$ cat src/rtl/pwc_pkg.sv
// pwc_pkg: shared widths, saturation limit, trailer word and TX state encoding for pulse_width_capture.
package pwc_pkg;
    localparam int WIDTH_BITS = 16;
    localparam logic [WIDTH_BITS-1:0] WIDTH_MAX = 16'hFFFE;
    localparam logic [WIDTH_BITS-1:0] TRAILER_WORD = 16'hFFFF;
    typedef enum logic [2:0] {
        IDLE     = 3'd0,
        SEND_HI  = 3'd1,
        SEND_LO  = 3'd2,
        TRL_HI   = 3'd3,
        TRL_LO   = 3'd4,
        FINISHED = 3'd5
    } tx_state_t;
endpackage

$ cat src/rtl/sync_fifo.sv
// sync_fifo: show-ahead synchronous FIFO; head word is visible on rd_data with no read latency.
module sync_fifo #(
    parameter int WIDTH = 16,
    parameter int DEPTH = 8,
    parameter int ADDR_BITS = $clog2(DEPTH)
) (
    input  logic             clk,
    input  logic             reset,
    input  logic             wr_en,
    input  logic             rd_en,
    input  logic [WIDTH-1:0] wr_data,
    output logic             full,
    output logic             empty,
    output logic [WIDTH-1:0] rd_data
);
    logic [WIDTH-1:0] mem [DEPTH];
    logic [ADDR_BITS-1:0] wr_ptr, rd_ptr;
    logic [ADDR_BITS:0] count;

    assign full = count == (ADDR_BITS+1)'(DEPTH);
    assign empty = count == '0;
    assign rd_data = mem[rd_ptr];

    always_ff @(posedge clk or negedge reset) begin
        if (!reset) begin
            wr_ptr <= '0;
            rd_ptr <= '0;
            count <= '0;
        end else begin
            if (wr_en) wr_ptr <= wr_ptr + 1'b1;
            if (rd_en) rd_ptr <= rd_ptr + 1'b1;
            count <= count + (ADDR_BITS+1)'(wr_en) - (ADDR_BITS+1)'(rd_en);
        end
    end

    always_ff @(posedge clk) begin
        if (wr_en) mem[wr_ptr] <= wr_data;
    end
endmodule

$ cat src/rtl/pulse_width_capture.sv
// pulse_width_capture: measures pulse high times, buffers them, and streams them big-endian
// to a byte sink, closing the run with a one-time 0xFFFF trailer.
module pulse_width_capture
    import pwc_pkg::*;
#(
    parameter int FIFO_DEPTH = 8,
    parameter int ADDR_BITS = 3
) (
    input  logic        clk,
    input  logic        reset,
    input  logic        enable,
    input  logic        pulse_in,
    input  logic        done_in,
    output logic [7:0]  tx_data,
    output logic        tx_valid,
    input  logic        tx_ready,
    output logic [15:0] pulse_count,
    output logic        overflow
);
    logic r_prev, done_seen, full, empty, push, wr_en, pop, valid_n;
    logic [WIDTH_BITS-1:0] cnt, shadow, shadow_n, rd_data;
    logic [7:0] data_n;
    tx_state_t state, state_n;

    // A zero count at a falling edge means the pulse was discarded by enable
    assign push = enable && r_prev && !pulse_in && cnt != '0;
    assign wr_en = push && (!full || pop);

    sync_fifo #(.WIDTH(WIDTH_BITS), .DEPTH(FIFO_DEPTH), .ADDR_BITS(ADDR_BITS)) u_fifo (
        .clk(clk),
        .reset(reset),
        .wr_en(wr_en),
        .rd_en(pop),
        .wr_data(cnt),
        .full(full),
        .empty(empty),
        .rd_data(rd_data)
    );

    always_ff @(posedge clk or negedge reset) begin
        if (!reset) begin
            r_prev <= 1'b0;
            done_seen <= 1'b0;
            cnt <= '0;
            pulse_count <= '0;
            overflow <= 1'b0;
        end else begin
            r_prev <= pulse_in;
            done_seen <= done_seen || done_in;
            cnt <= !enable ? '0 : !pulse_in ? '0 : !r_prev ? 16'd1 : cnt == WIDTH_MAX ? cnt : cnt + 16'd1;
            if (wr_en && pulse_count != 16'hFFFF) pulse_count <= pulse_count + 16'd1;
            if (push && !wr_en) overflow <= 1'b1;
        end
    end

    always_ff @(posedge clk or negedge reset) begin
        if (!reset) begin
            state <= IDLE;
            tx_data <= '0;
            tx_valid <= 1'b0;
            shadow <= '0;
        end else begin
            state <= state_n;
            tx_data <= data_n;
            tx_valid <= valid_n;
            shadow <= shadow_n;
        end
    end

    always_comb begin
        state_n = state;
        data_n = tx_data;
        valid_n = tx_valid;
        shadow_n = shadow;
        pop = 1'b0;
        case (state)
            IDLE: begin
                if (!empty) begin
                    pop = 1'b1;
                    shadow_n = rd_data;
                    data_n = rd_data[15:8];
                    valid_n = 1'b1;
                    state_n = SEND_HI;
                end else if (done_seen && !pulse_in && cnt == '0) begin
                    data_n = TRAILER_WORD[15:8];
                    valid_n = 1'b1;
                    state_n = TRL_HI;
                end
            end
            SEND_HI: if (tx_ready) begin
                data_n = shadow[7:0];
                state_n = SEND_LO;
            end
            TRL_HI: if (tx_ready) begin
                data_n = TRAILER_WORD[7:0];
                state_n = TRL_LO;
            end
            SEND_LO: if (tx_ready) begin
                valid_n = 1'b0;
                state_n = IDLE;
            end
            TRL_LO: if (tx_ready) begin
                valid_n = 1'b0;
                state_n = FINISHED;
            end
            default: ;
        endcase
    end
endmodule

$ cat config.mk
export PLATFORM = sky130hd
export DESIGN_NAME = pulse_width_capture
export DESIGN_NICKNAME = d
export VERILOG_FILES = /design/src/rtl/pwc_pkg.sv /design/src/rtl/sync_fifo.sv /design/src/rtl/pulse_width_capture.sv
export SDC_FILE = /design/constraint.sdc
export NUM_CORES = 1
export LEC_CHECK = 0
export ABC_CLOCK_PERIOD_IN_PS = 3800
export CAP_MARGIN = 20
export CORE_AREA = 2 2 125 127
export DETAILED_ROUTE_END_ITERATION = 10
export DIE_AREA = 0 0 127 129
export PLACE_DENSITY = 0.72
export SLEW_MARGIN = 10
export SYNTH_ARGS = -nofsm -noshare
export SYNTH_HDL_FRONTEND = slang
export SYNTH_SLANG_ARGS = --single-unit
$ cat constraint.sdc
create_clock -name clk -period 3.8 [get_ports clk]
set_input_delay 0.76 -clock clk [delete_from_list [all_inputs] [get_ports clk]]
set_output_delay 0.76 -clock clk [all_outputs]
set_load 0.005 [all_outputs]
-- Word level (Yosys, flattened, before mapping)
Memory sizes are Yosys's and may differ from the RTL's.
Index checks and enable logic that the tools add are counted.
- input port bits: 6
- word-level logic and storage cells: 83
- output and inout port bits: 26
- register bits: 65
- memories: 1
- bits in writable memories: 128
- muxes and demuxes: 24
- add/subtract/negate cells: 6
- eq/ne operators: 14
- reduce and logical (&&, ||, !) cells: 25
- bitwise operators: 1
- memory list (memory ; words ; bits a word ; read ports ; clocked after Yosys merged registers in ; wr ports ; RTL line ; RTL):
    u_fifo.mem ; 8 ; 16 ; 1 ; 0 ; 1 ; sync_fifo.sv:16 ; logic [WIDTH-1:0] mem [DEPTH];
- operator list (kind ; number):
    16-bit two-way mux ; 4
    16-bit by 1-bit adder with 16-bit output, second input constant ; 2
    8-bit two-way mux ; 4
    8-bit case mux with 3 select lines ; 1
    3-bit two-way mux ; 6
    16-bit == test, second input constant ; 1
    16-bit logical NOT ; 1
    16-bit != test, second input constant ; 1
    16-bit nonzero test ; 1
    3-bit case mux with 5 select lines ; 1
    1-bit logical AND ; 8
    2-bit != test, second input constant ; 4
    1-bit two-way mux ; 7
    3-bit by 1-bit adder with 3-bit output, second input constant ; 2
    3-bit by 2-bit == test with 1-bit output, second input constant ; 2
    6-bit AND reduction ; 1
    5-bit nonzero test ; 1
    4-bit by 1-bit adder with 4-bit output ; 1
    4-bit == test, second input constant ; 1
    4-bit logical NOT ; 1
    4-bit != test, second input constant ; 1
    4-bit AND reduction ; 1
    4-bit by 1-bit subtractor with 4-bit output ; 1
    3-bit by 1-bit == test with 1-bit output, second input constant ; 1
    13 further kinds ; 16

-- Logic depth before layout (Yosys ltp)
Gate-level depths: netlist of run 1.
- word-level depth: 7
- depth in mapped cells: 11
- gate-level depth less buffers: 11

-- Cells and area by module
From an unflattened synthesis of run 1, not the netlist that was laid out.
- cell total of the unflattened synthesis: 502
- area, all modules: 8335.5 µm²
- modules (own cells, without submodules) (module ; instances ; cells an instance ; area each (µm²) ; seq. area each (µm²)):
    sync_fifo ; 1 ; 240 ; 5477.8 ; 4093.9
    pulse_width_capture ; 1 ; 262 ; 2857.7 ; 1376.3

-- Least setup slack after synthesis of run 1
OpenSTA, ideal clock, no wires.
- path type: register to register
- start: register cnt[0]
- end: memory u_fifo.mem[2][0], enable pin
- arrival: 3166 ps
- data required time: 3364 ps
- buffers on the path: 1
- period minus slack after synthesis: 3602 ps
- library setup time: 436 ps
- stages on the path, launching flop included: 8
- path slack: 198 ps
- cell sequence: dfrtp_1 > inv_1 > ha_1 > nor4b_1 > nand4_1 > nand3_2 > buf_2 > nor4b_1
- cells in the longest elaborated chain, start to end: 5
- ends and longest elaborated chain (what ; RTL line ; RTL):
    from (decl) ; pulse_width_capture.sv:21 ; logic [WIDTH_BITS-1:0] cnt, shadow, shadow_n, rd_data;
    from (signal assigned) ; pulse_width_capture.sv:50 ; cnt <= !enable ? '0 : !pulse_in ? '0 : !r_prev ? 16'd1 : cnt == WIDTH_MAX ? cnt : cnt + 16'd1;
    16-bit nonzero test ; pulse_width_capture.sv:26 ; assign push = enable && r_prev && !pulse_in && cnt != '0;
    1-bit logical AND ; pulse_width_capture.sv:26 ;
    1-bit logical AND ; pulse_width_capture.sv:27 ; assign wr_en = push && (!full || pop);
    1-bit two-way mux ; sync_fifo.sv:37 ; if (wr_en) mem[wr_ptr] <= wr_data;
    1-bit two-way mux (implied by the code) ; sync_fifo.sv:37 ;
    to (decl) ; sync_fifo.sv:16 ;
Every way passes these cells.

-- Worst setup path after layout of run 1
- start: register cnt[0]
- end: register u_fifo.count[2]
- cells in the longest elaborated chain, start to end: 5
- ends and longest elaborated chain (what ; RTL line ; RTL):
    16-bit nonzero test ; pulse_width_capture.sv:26 ;
    1-bit logical AND ; pulse_width_capture.sv:26 ;
    1-bit logical AND ; pulse_width_capture.sv:27 ;
    4-bit by 1-bit adder with 4-bit output ; sync_fifo.sv:32 ; count <= count + (ADDR_BITS+1)'(wr_en) - (ADDR_BITS+1)'(rd_en);
    4-bit by 1-bit subtractor with 4-bit output ; sync_fifo.sv:32 ;
    to (signal assigned) ; sync_fifo.sv:32 ;
    to (decl) ; sync_fifo.sv:18 ; logic [ADDR_BITS:0] count;
Every way passes these cells.
A chain may end at the register's enable or synchronous reset.

==> flow_summary.toml, run 1 <==
[run_status]
outcome = "complete, no violations"

[clocking]
root_buffer = "clkbuf_16"
cts_hold_buf = 0
cts_buffer_depth = 2
cts_setup_buffers = 0
clkTransAtPathRegs_ns = 0.07
insertion_delay_ns = 0.43
cts_buffers = 17
ctsResizeCount = 0
htree_levels = 4
cts.sinks = 193
cts_tree = "built"

[die]
start_util_pct = 54.2
num_rows = 45
die_w_um = 127
core-area_um2 = 15000
ioPinCount = 32
dieArea_um2 = 16400
die_h_um = 129

[timing]
fin_skew_ns = 0.0114
setup_violations = 0
grt_setup_unrepaired = "false"
slew-limit-headroom_pct = 41.5
worst_pin_slew_ns = 0.877
whs_ns = 0.482
min_period_ns = 2.67
setup_ws_ns = 1.13
fin_crit_sh_pct = 70.2
finalHoldViolations = 0
fmax_mhz = 375
slew_viol_final = 0
setup_tns_ns = 0

[yosys]
synth.distinct_cells = 46
syn_area_um2 = 8120
ys_seq_area_share_pct = 67.3
yosysWarnings = 0
syn-num-nets = 554
synth_area_leader_cell = "edfxtp_1"
yosysTopAreaCellShare_pct = 47.3
synth-compound-area-share_pct = 4.41
ys_ff_latch = 193
syn_inst = 536
synthSimpleGateAreaFrac_pct = 9.58
synth_xor_area_share_pct = 3.13
yosys-top-cells-area = "edfxtp_1 47%, dfrtp_1 20%, mux4_2 4.4%"
synth_top_family_by_area = "multiplexers"
synth_mux_area_share_pct = 11.3
syn_avg_cell_area_um2 = 15.2
synth_adder_area_share_pct = 1.94

[finish]
stdcell_count = 783
nNetsFinal = 600
drive_above_1_share_pct = 17.8
diodes = 0
final_util_pct = 62.0
syn2layout_area_growth_pct = 14.4
post-route-cell-area_um2 = 9290

[placed_design]
numPortBuffers = 31
place.gp.congestion = 0.786
pre_cts_ws_ns = 0.883
dp_cells = 751
place_hpwl_um = 10800
place_area_um2 = 8730

[min_path]
hold_path.class = "in2async"

[drt]
ant_nets = 0
drtIter0Drc = 327
first_pass_iters = 5
remaining_drc_errors = 0
routed_via_density = 5.98
vias = 4679
wl_per_cell_um = 20.2
drt_wl_total_um = 15800

[pwr]
p_leak_nw = 3.46
ir_worst_vdd_v = 0.000427
p_per_area_nw_per_um2 = 472
total_power_mw = 4.38

[critical_path]
cpPeakStageDelay_ns = 0.39
required_ns = 4.12
criticalPathCategory = "reg2reg"
worstSetupEndpointType = "register"
slowest_stage = "nand4_1"
arrival_ns = 2.99
crit_chain = "buf_4 > inv_1 > ha_1 > nor4b_1 > nand4_1 > nand2_1 > nand2_1 > o21ai_0 > ha_1 > inv_1 > fa_1 > xnor2_1"
cp_max_fo = 12
start_kind = "register"

[grt]
grt_start_max_net_pins = 66
grt_pass1_vias = 4607
grt_use_total_pct = 20.8
overflow = 0
grt_pass1_wl_um = 25400
antenna_found_initial = 0

[run]
drv_cap = 0
synth_stat cells, drive strengths merged:
cell / count
edfxtp: 128
dfrtp: 65
mux2i: 34
nor2: 33
inv: 23
nand2: 22
mux2: 19
a21oi: 16
mux4: 16
o22ai: 16
buf: 15
nor4: 15
xnor2: 15
nor3: 14
xor2: 14
nand3: 12
ha: 11
a221oi: 8
nand4: 7
clkbuf: 6
a31oi: 5
and2: 5
and3: 5
nor3b: 5
or3: 5
and4: 3
nand2b: 3
nor4b: 3
o21ai: 3
a21o: 2
a22o: 1
and3b: 1
fa: 1
nor2b: 1
o2111ai: 1
o211ai: 1
o21bai: 1
or2: 1
power by group:
group / internal [mW] / total (mW) / switching (mW)
Combinational: 0.157 / 0.316 / 0.159
Sequential: 2.29 / 2.39 / 0.0917
Clock: 0.908 / 1.68 / 0.773
Total: 3.36 / 4.38 / 1.02
flip-flops by register name, summed over array words and instances, names as in the netlist, 4 cells and up:
name,count
u_fifo.mem,128
shadow,8
u_fifo.count,4
cnt,16
tx_data,8
pulse_count,16
final timing paths:
check | from | cells past startpoint | slack (ns) | to
setup / recovery | cnt[0] | 12 | 1.13 | u_fifo.count[2]
hold / removal | reset | 2 | 0.48 | tx_data[6]
setup reg to reg | cnt[0] | 12 | 1.13 | u_fifo.count[2]
hold reg to reg | r_prev | 1 | 0.49 | cnt[0]
max in group asynchronous | reset | 2 | 2.73 | u_fifo.rd_ptr[2]
min in group clk | r_prev | 1 | 0.49 | cnt[0]
routing by layer:
layer | global-route usage (%) | part of all wire, % | vias to the layer above
met3 | 5.20 | 5.3 | 28
met1 | 27.5 | 43 | 2376
met2 | 32.8 | 50 | 149
met4 | 9.50 | 2.6 | 0
li1 | - | - | 2126
met5 | 0 | 0 | -
area by class of cell:
type | instances | area [µm²]
Clock buffer | 17 | 425
Clock inverter | 15 | 138
Fill cell | 1118 | 5690
Inverter | 23 | 86.3
Multi-Input combinational cell | 299 | 2500
Sequential cell | 193 | 5470
Tap cell | 188 | 235
Timing Repair Buffer | 48 | 433
placed cells by master, fill, tap and decap left out, types with 12 or more instances in the layout:
master and n:
o22ai_1 16, mux2i_1 34, xor2_1 14, nor2_1 33, clkbuf_16 17, mux4_2 16
inv_1 23, clkdlybuf4s50_1 30, edfxtp_1 128, nand2_1 21, buf_4 17, nor3_1 12
dfrtp_1 64, xnor2_1 15, mux2_2 19, a21oi_1 16
kinds of logic (layout without fill, tap and decap cells):
group | Yosys count | in the layout
AO/OA/AOI/OAI | 54 | 54
XOR/XNOR | 29 | 29
adder cells (fa/ha/maj) | 12 | 12
buffers and inverters | 44 | 103
flip-flops | 193 | 193
multiplexers | 69 | 69
AND/OR/NAND/NOR | 135 | 135
worst max-delay path: cells and delay by family, from the launching register on:
family,cells,cell delay (ns)
compound gates,1,0.10
xor+xnor,1,0.14
fa+ha+maj,3,0.71
buf+inv,3,0.34
flops,1,0.36
simple gates,4,0.90
No activity file was read; power rests on OpenSTA's default activity.
==> run 2: changes to the inputs <==
--- a/config.mk
+++ b/config.mk
@@ -5,7 +5,7 @@
 export SDC_FILE = /design/constraint.sdc
 export NUM_CORES = 1
 export LEC_CHECK = 0
-export ABC_CLOCK_PERIOD_IN_PS = 3800
+export ABC_CLOCK_PERIOD_IN_PS = 2300
 export CAP_MARGIN = 20
 export CORE_AREA = 2 2 125 127
 export DETAILED_ROUTE_END_ITERATION = 10
==> constraint.sdc (replaced) <==
create_clock -name clk -period 2.3 [get_ports clk]
set_input_delay 0.46 -clock clk [delete_from_list [all_inputs] [get_ports clk]]
set_output_delay 0.46 -clock clk [all_outputs]
set_load 0.005 [all_outputs]
==> run 2 against run 1 <==
Net effect: the run now ends with setup timing left; critical endpoint is now u_fifo.count[1]; worst setup slack got worse by 1.1 ns; critical path depth is the same; worst hold slack got worse by 0.46 ns; sequential cell count did not move; final cell count rose by 5.4%; clock power increased by 76%; largest power group unchanged; highest routed layer unchanged; total power increased by 72%; sequential share of layout area shrank 3.5 points; fmax grew 15%; via count up 2.4%; sequential power is 65% higher.
==> flow_summary.toml, run 2 (synthesis gave the netlist of run 1 again) <==
[run_status]
outcome = "finished with violations"
violations = "setup timing"

[placed_design]
place_area_um2 = 9140
place.gp.congestion = 0.856
dp_cells = 783
pre_cts_ws_ns = -0.148
place_hpwl_um = 11200
numPortBuffers = 31

[critical_path]
endpoint = "u_fifo.count[1]"
worstSetupEndpointType = "register"
worstSetupStartpoint = "cnt[0]"
crit_chain = "inv_2 > ha_2 > nor4b_4 > nand4_1 > buf_6 > nand2_4 > nand2_4 > o21ai_2 > ha_2 > inv_2 > fa_2 > inv_2"
cpPeakStageDelay_ns = 0.52
start_kind = "register"
r2r-end = "u_fifo.count[1]"
timing.rr.start = "cnt[0]"
slowest_stage = "fa_2"
rr_worst_depth = 12
criticalPathCategory = "reg2reg"
reg2reg_slack_ns = -0.009
path_delay_family = "adder cells"
cp_max_fo = 3
critPathBufInv = 4
arrival_ns = 2.64
path_common_cell = "inv_2"
cp.depth = 12
required_ns = 2.63

[finish]
final_util_pct = 66.0
top_regs = "u_fifo.mem: 128 flops, cnt: 16 flops, pulse_count: 16 flops"
diodes = 0
post-route-cell-area_um2 = 9890
final.fill_count = 1010
final_cell_mix = "128 x edfxtp_1, 63 x dfrtp_1, 45 x buf_4"
nNetsFinal = 642
largest_register_ffs = 128
stdcell_count = 825
syn2layout_area_growth_pct = 21.7
regMostFlops = "u_fifo.mem"
drive_above_1_share_pct = 25.0
layout_commonest_cell = "edfxtp_1"

[timing]
slew_viol_final = 0
setup_ws_ns = -0.00939
slew-limit-headroom_pct = 61.9
fin_crit_sh_pct = 100
worst_pin_slew_ns = 0.571
grt_setup_unrepaired = "true"
finalHoldViolations = 0
min_period_ns = 2.31
setup_violations = 1
setup_tns_ns = -0.00939
fmax_mhz = 433
fin_skew_ns = 0.00668
whs_ns = 0.0219

[grt]
grt_pass1_vias = 4943
antenna_found_initial = 0
grt_pass1_wl_um = 26800
grt_use_total_pct = 22.1
grt_start_max_net_pins = 66
overflow = 0

[pwr]
p_per_area_nw_per_um2 = 760
total_power_mw = 7.52
ir_worst_vdd_v = 0.000539
p_leak_nw = 3.74

[clocking]
cts.sinks = 193
cts_buffer_depth = 2
htree_levels = 4
cts_buffers = 17
root_buffer = "clkbuf_16"
insertion_delay_ns = 0.43
cts_tree = "built"
clkTransAtPathRegs_ns = 0.07

[drt]
wl_per_cell_um = 20.6
vias = 4793
drt_wl_total_um = 17000
drtIter0Drc = 377
routed_via_density = 5.81
first_pass_iters = 4
remaining_drc_errors = 0
ant_nets = 0

[run]
drv_cap = 0

[die]
dieArea_um2 = 16400
ioPinCount = 32
start_util_pct = 54.2
core-area_um2 = 15000
die_w_um = 127
num_rows = 45
die_h_um = 129

[min_path]
hold_path.class = "in2async"
run 2: cell count changes in the layout (fill, tap and decap cells not counted), sizes merged:
cell | before | now
buf | 18 | 60
inv | 26 | 23
bufinv | 1 | 3
clkinvlp | 4 | 6
clkinv | 7 | 6
run 2: final cells by class:
type,count,area (µm²),share of cell area [%]
Multi-Input combinational cell,299,2600,26.3
Timing Repair Buffer,90,897,9.07
Clock buffer,17,425,4.30
Clock inverter,15,169,1.71
Sequential cell,193,5470,55.4
Inverter,23,86.3,0.873
Tap cell,188,235,2.38
run 2: power breakdown:
| part | switching [mW] | internal, mW |
|---|---|---|
| logic | 0.308 | 0.309 |
| clock network | 1.25 | 1.70 |
| registers | 0.165 | 3.79 |
| total | 1.72 | 5.79 |
run 2: worst min path at each step:
stage           start          endpoint  slack (ns)  cells past startpoint
3_3_place_gp   r_prev            cnt[0]        0.46                      1
6_report        reset  u_fifo.rd_ptr[1]        0.02                      2
3_5_place_dp   r_prev            cnt[0]        0.47                      1
5_1_grt         reset  u_fifo.rd_ptr[1]        0.05                      2
2_1_floorplan   reset            cnt[0]        0.16                      0
4_1_cts         reset  u_fifo.rd_ptr[1]        0.05                      2
run 2: repair_timing:
item | in CTS | in global routing
endpoints found under the setup margin | 15 | 7
buffers inserted | 8 | 3
hold endpoints to repair | 0 | 0
resized for setup | 2 | 19
hold buffers | 0 | 0
pin swaps | 2 | 6
run 2: routing by layer:
metal / wire length [µm] / vias up / track usage, %
met5: 0 / - / 0
met4: 408 / 0 / 7.69
met3: 903 / 34 / 5.74
met2: 8570 / 154 / 36.6
met1: 7080 / 2405 / 28.7
li1: - / 2200 / -
==> run 3: changes to the inputs <==
--- a/config.mk
+++ b/config.mk
@@ -7,9 +7,9 @@
 export LEC_CHECK = 0
 export ABC_CLOCK_PERIOD_IN_PS = 2300
 export CAP_MARGIN = 20
-export CORE_AREA = 2 2 125 127
+export CORE_AREA = 2 2 103 154
 export DETAILED_ROUTE_END_ITERATION = 10
-export DIE_AREA = 0 0 127 129
+export DIE_AREA = 0 0 105 156
 export PLACE_DENSITY = 0.72
 export SLEW_MARGIN = 10
 export SYNTH_ARGS = -nofsm -noshare
==> run 3 against run 2 <==
Net effect: the run now ends clean; design area is 0.19% lower; critical path depth down 6; sequential power is essentially flat; worst setup slack improved by 0.055 ns; sequential cell count is the same; via count up 0.31%; first-iteration DRC count is 46% lower; sequential share of layout area grew 0.11 points; clock power barely moved; clock skew increased by 0.0060 ns; largest power group unchanged.
==> flow_summary.toml, run 3 (synthesis gave the netlist of run 1 again) <==
[run_status]
outcome = "complete, no violations"

[drt]
routed_via_density = 5.76
first_pass_iters = 4
wl_per_cell_um = 20.8
vias = 4808
remaining_drc_errors = 0
wl_met2_um = 9470
drtIter0Drc = 204
met1_length_um = 6580
drt_wl_total_um = 17300
top_layer = "met4"
ant_nets = 0
dr_wl_met3_um = 591

[critical_path]
slowest_stage = "or3_4"
required_ns = 2.42
criticalPathCategory = "reg2reg"
arrival_ns = 2.38
start_kind = "register"
cpPeakStageDelay_ns = 0.42
crit_chain = "or3_4 > o211ai_4 > nand3_2 > buf_4 > nor4b_4 > buf_12"
worstSetupEndpointType = "register"
cp_max_fo = 16

[finish]
top_regs = "u_fifo.mem: 128 flops, cnt: 16 flops, pulse_count: 16 flops"
regMostFlops = "u_fifo.mem"
final_cell_mix = "128 x edfxtp_1, 63 x dfrtp_1, 47 x buf_4"
stdcell_count = 835
drive_above_1_share_pct = 24.7
diodes = 0
layout_commonest_cell = "edfxtp_1"
nNetsFinal = 641
largest_register_ffs = 128
syn2layout_area_growth_pct = 21.5

[min_path]
hold_path.class = "in2async"

[timing]
whs_ns = 0.0494
grt_setup_unrepaired = "true"
min_period_ns = 2.25
slew-limit-headroom_pct = 55.7
fin_crit_sh_pct = 98.0
worst_pin_slew_ns = 0.664
finalHoldViolations = 0
setup_violations = 0
fin_skew_ns = 0.0127
fmax_mhz = 444
slew_viol_final = 0

[pwr]
ir_worst_vdd_v = 0.000558
p_per_area_nw_per_um2 = 763
p_leak_nw = 3.73

[clocking]
cts_tree = "built"
root_buffer = "clkbuf_16"
clkTransAtPathRegs_ns = 0.07
cts_buffer_depth = 2
cts.sinks = 193
cts_hold_buf = 0
htree_levels = 4
insertion_delay_ns = 0.42
cts_buffers = 17

[die]
die_h_um = 156
dieArea_um2 = 16400
die_w_um = 105
core-area_um2 = 15000
start_util_pct = 54.1
num_rows = 55
ioPinCount = 32

[grt]
overflow = 0
grt_pass1_wl_um = 27200
grt_start_max_net_pins = 42
grt_pass1_vias = 5033
antenna_found_initial = 0
grt_use_total_pct = 22.3

[placed_design]
dp_cells = 794
numPortBuffers = 31
place_hpwl_um = 11700
place.gp.congestion = 0.813

[run]
drv_cap = 0
[run 3: worst max-delay path: cells and delay by family (launching register included)]
family | cells | cell delay (ns)
buffers and inverters | 2 | 0.41
AO/OA/AOI/OAI | 1 | 0.27
AND/OR/NAND/NOR | 3 | 0.87
flip-flops | 1 | 0.40
[run 3: worst paths after layout]
check / startpoint / to / slack, ns / cells after the start
worst max-delay path: state[1] / u_fifo.mem[2][12] / 0.05 / 6
worst min-delay path: reset / state[2] / 0.05 / 1
worst max register to register: state[1] / u_fifo.mem[2][12] / 0.05 / 6
worst min register to register: done_seen / done_seen / 0.48 / 1
max in group asynchronous: reset / cnt[0] / 1.60 / 2
min in group clk: done_seen / done_seen / 0.48 / 1
[run 3: metal layers]
metal / GRT usage, % / vias to the layer above
met1: 24.8 / 2429
met3: 4.43 / 38
met5: 0 / -
met2: 40.5 / 137
li1: - / 2204
met4: 10.7 / 0
[run 3: layout make-up]
class / count / area [µm²]
Clock buffer: 19 / 433
Clock inverter: 13 / 159
Fill cell: 1101 / 5130
Inverter: 23 / 86.3
Multi-Input combinational cell: 299 / 2590
Sequential cell: 193 / 5470
Tap cell: 199 / 249
Timing Repair Buffer: 89 / 878
[run 3: repair_timing]
item	in CTS	in global routing
setup endpoints to repair	2	29
resized for setup	2	11
pin swaps	3	6
setup buffers	8	2
[run 3: metrics by stage]
step | TNS [ns] | setup slack, ns | power (mW) | utilization (%) | cell area (µm²)
6_report | 0 | 0.0458 | 7.53 | 65.8 | 9870
5_1_grt | -0.111 | -0.0725 | 7.78 | 65.8 | 9870
4_1_cts | 0 | 0.0198 | 7.52 | 65.4 | 9810
3_5_place_dp | -18.29 | -0.249 | 4.59 | 61.0 | 9160
3_3_place_gp | -11.44 | -0.154 | 4.56 | 61.0 | 9160
2_1_floorplan | -11.94 | -0.147 | 4.36 | - | 8210
[run 3: power by group]
group | total [mW] | switching [mW] | leakage [nW] | internal [mW]
logic | 0.624 | 0.307 | 1.41 | 0.317
clock network | 2.95 | 1.24 | 0.273 | 1.71
registers | 3.95 | 0.164 | 2.05 | 3.79
total | 7.53 | 1.71 | 3.73 | 5.82
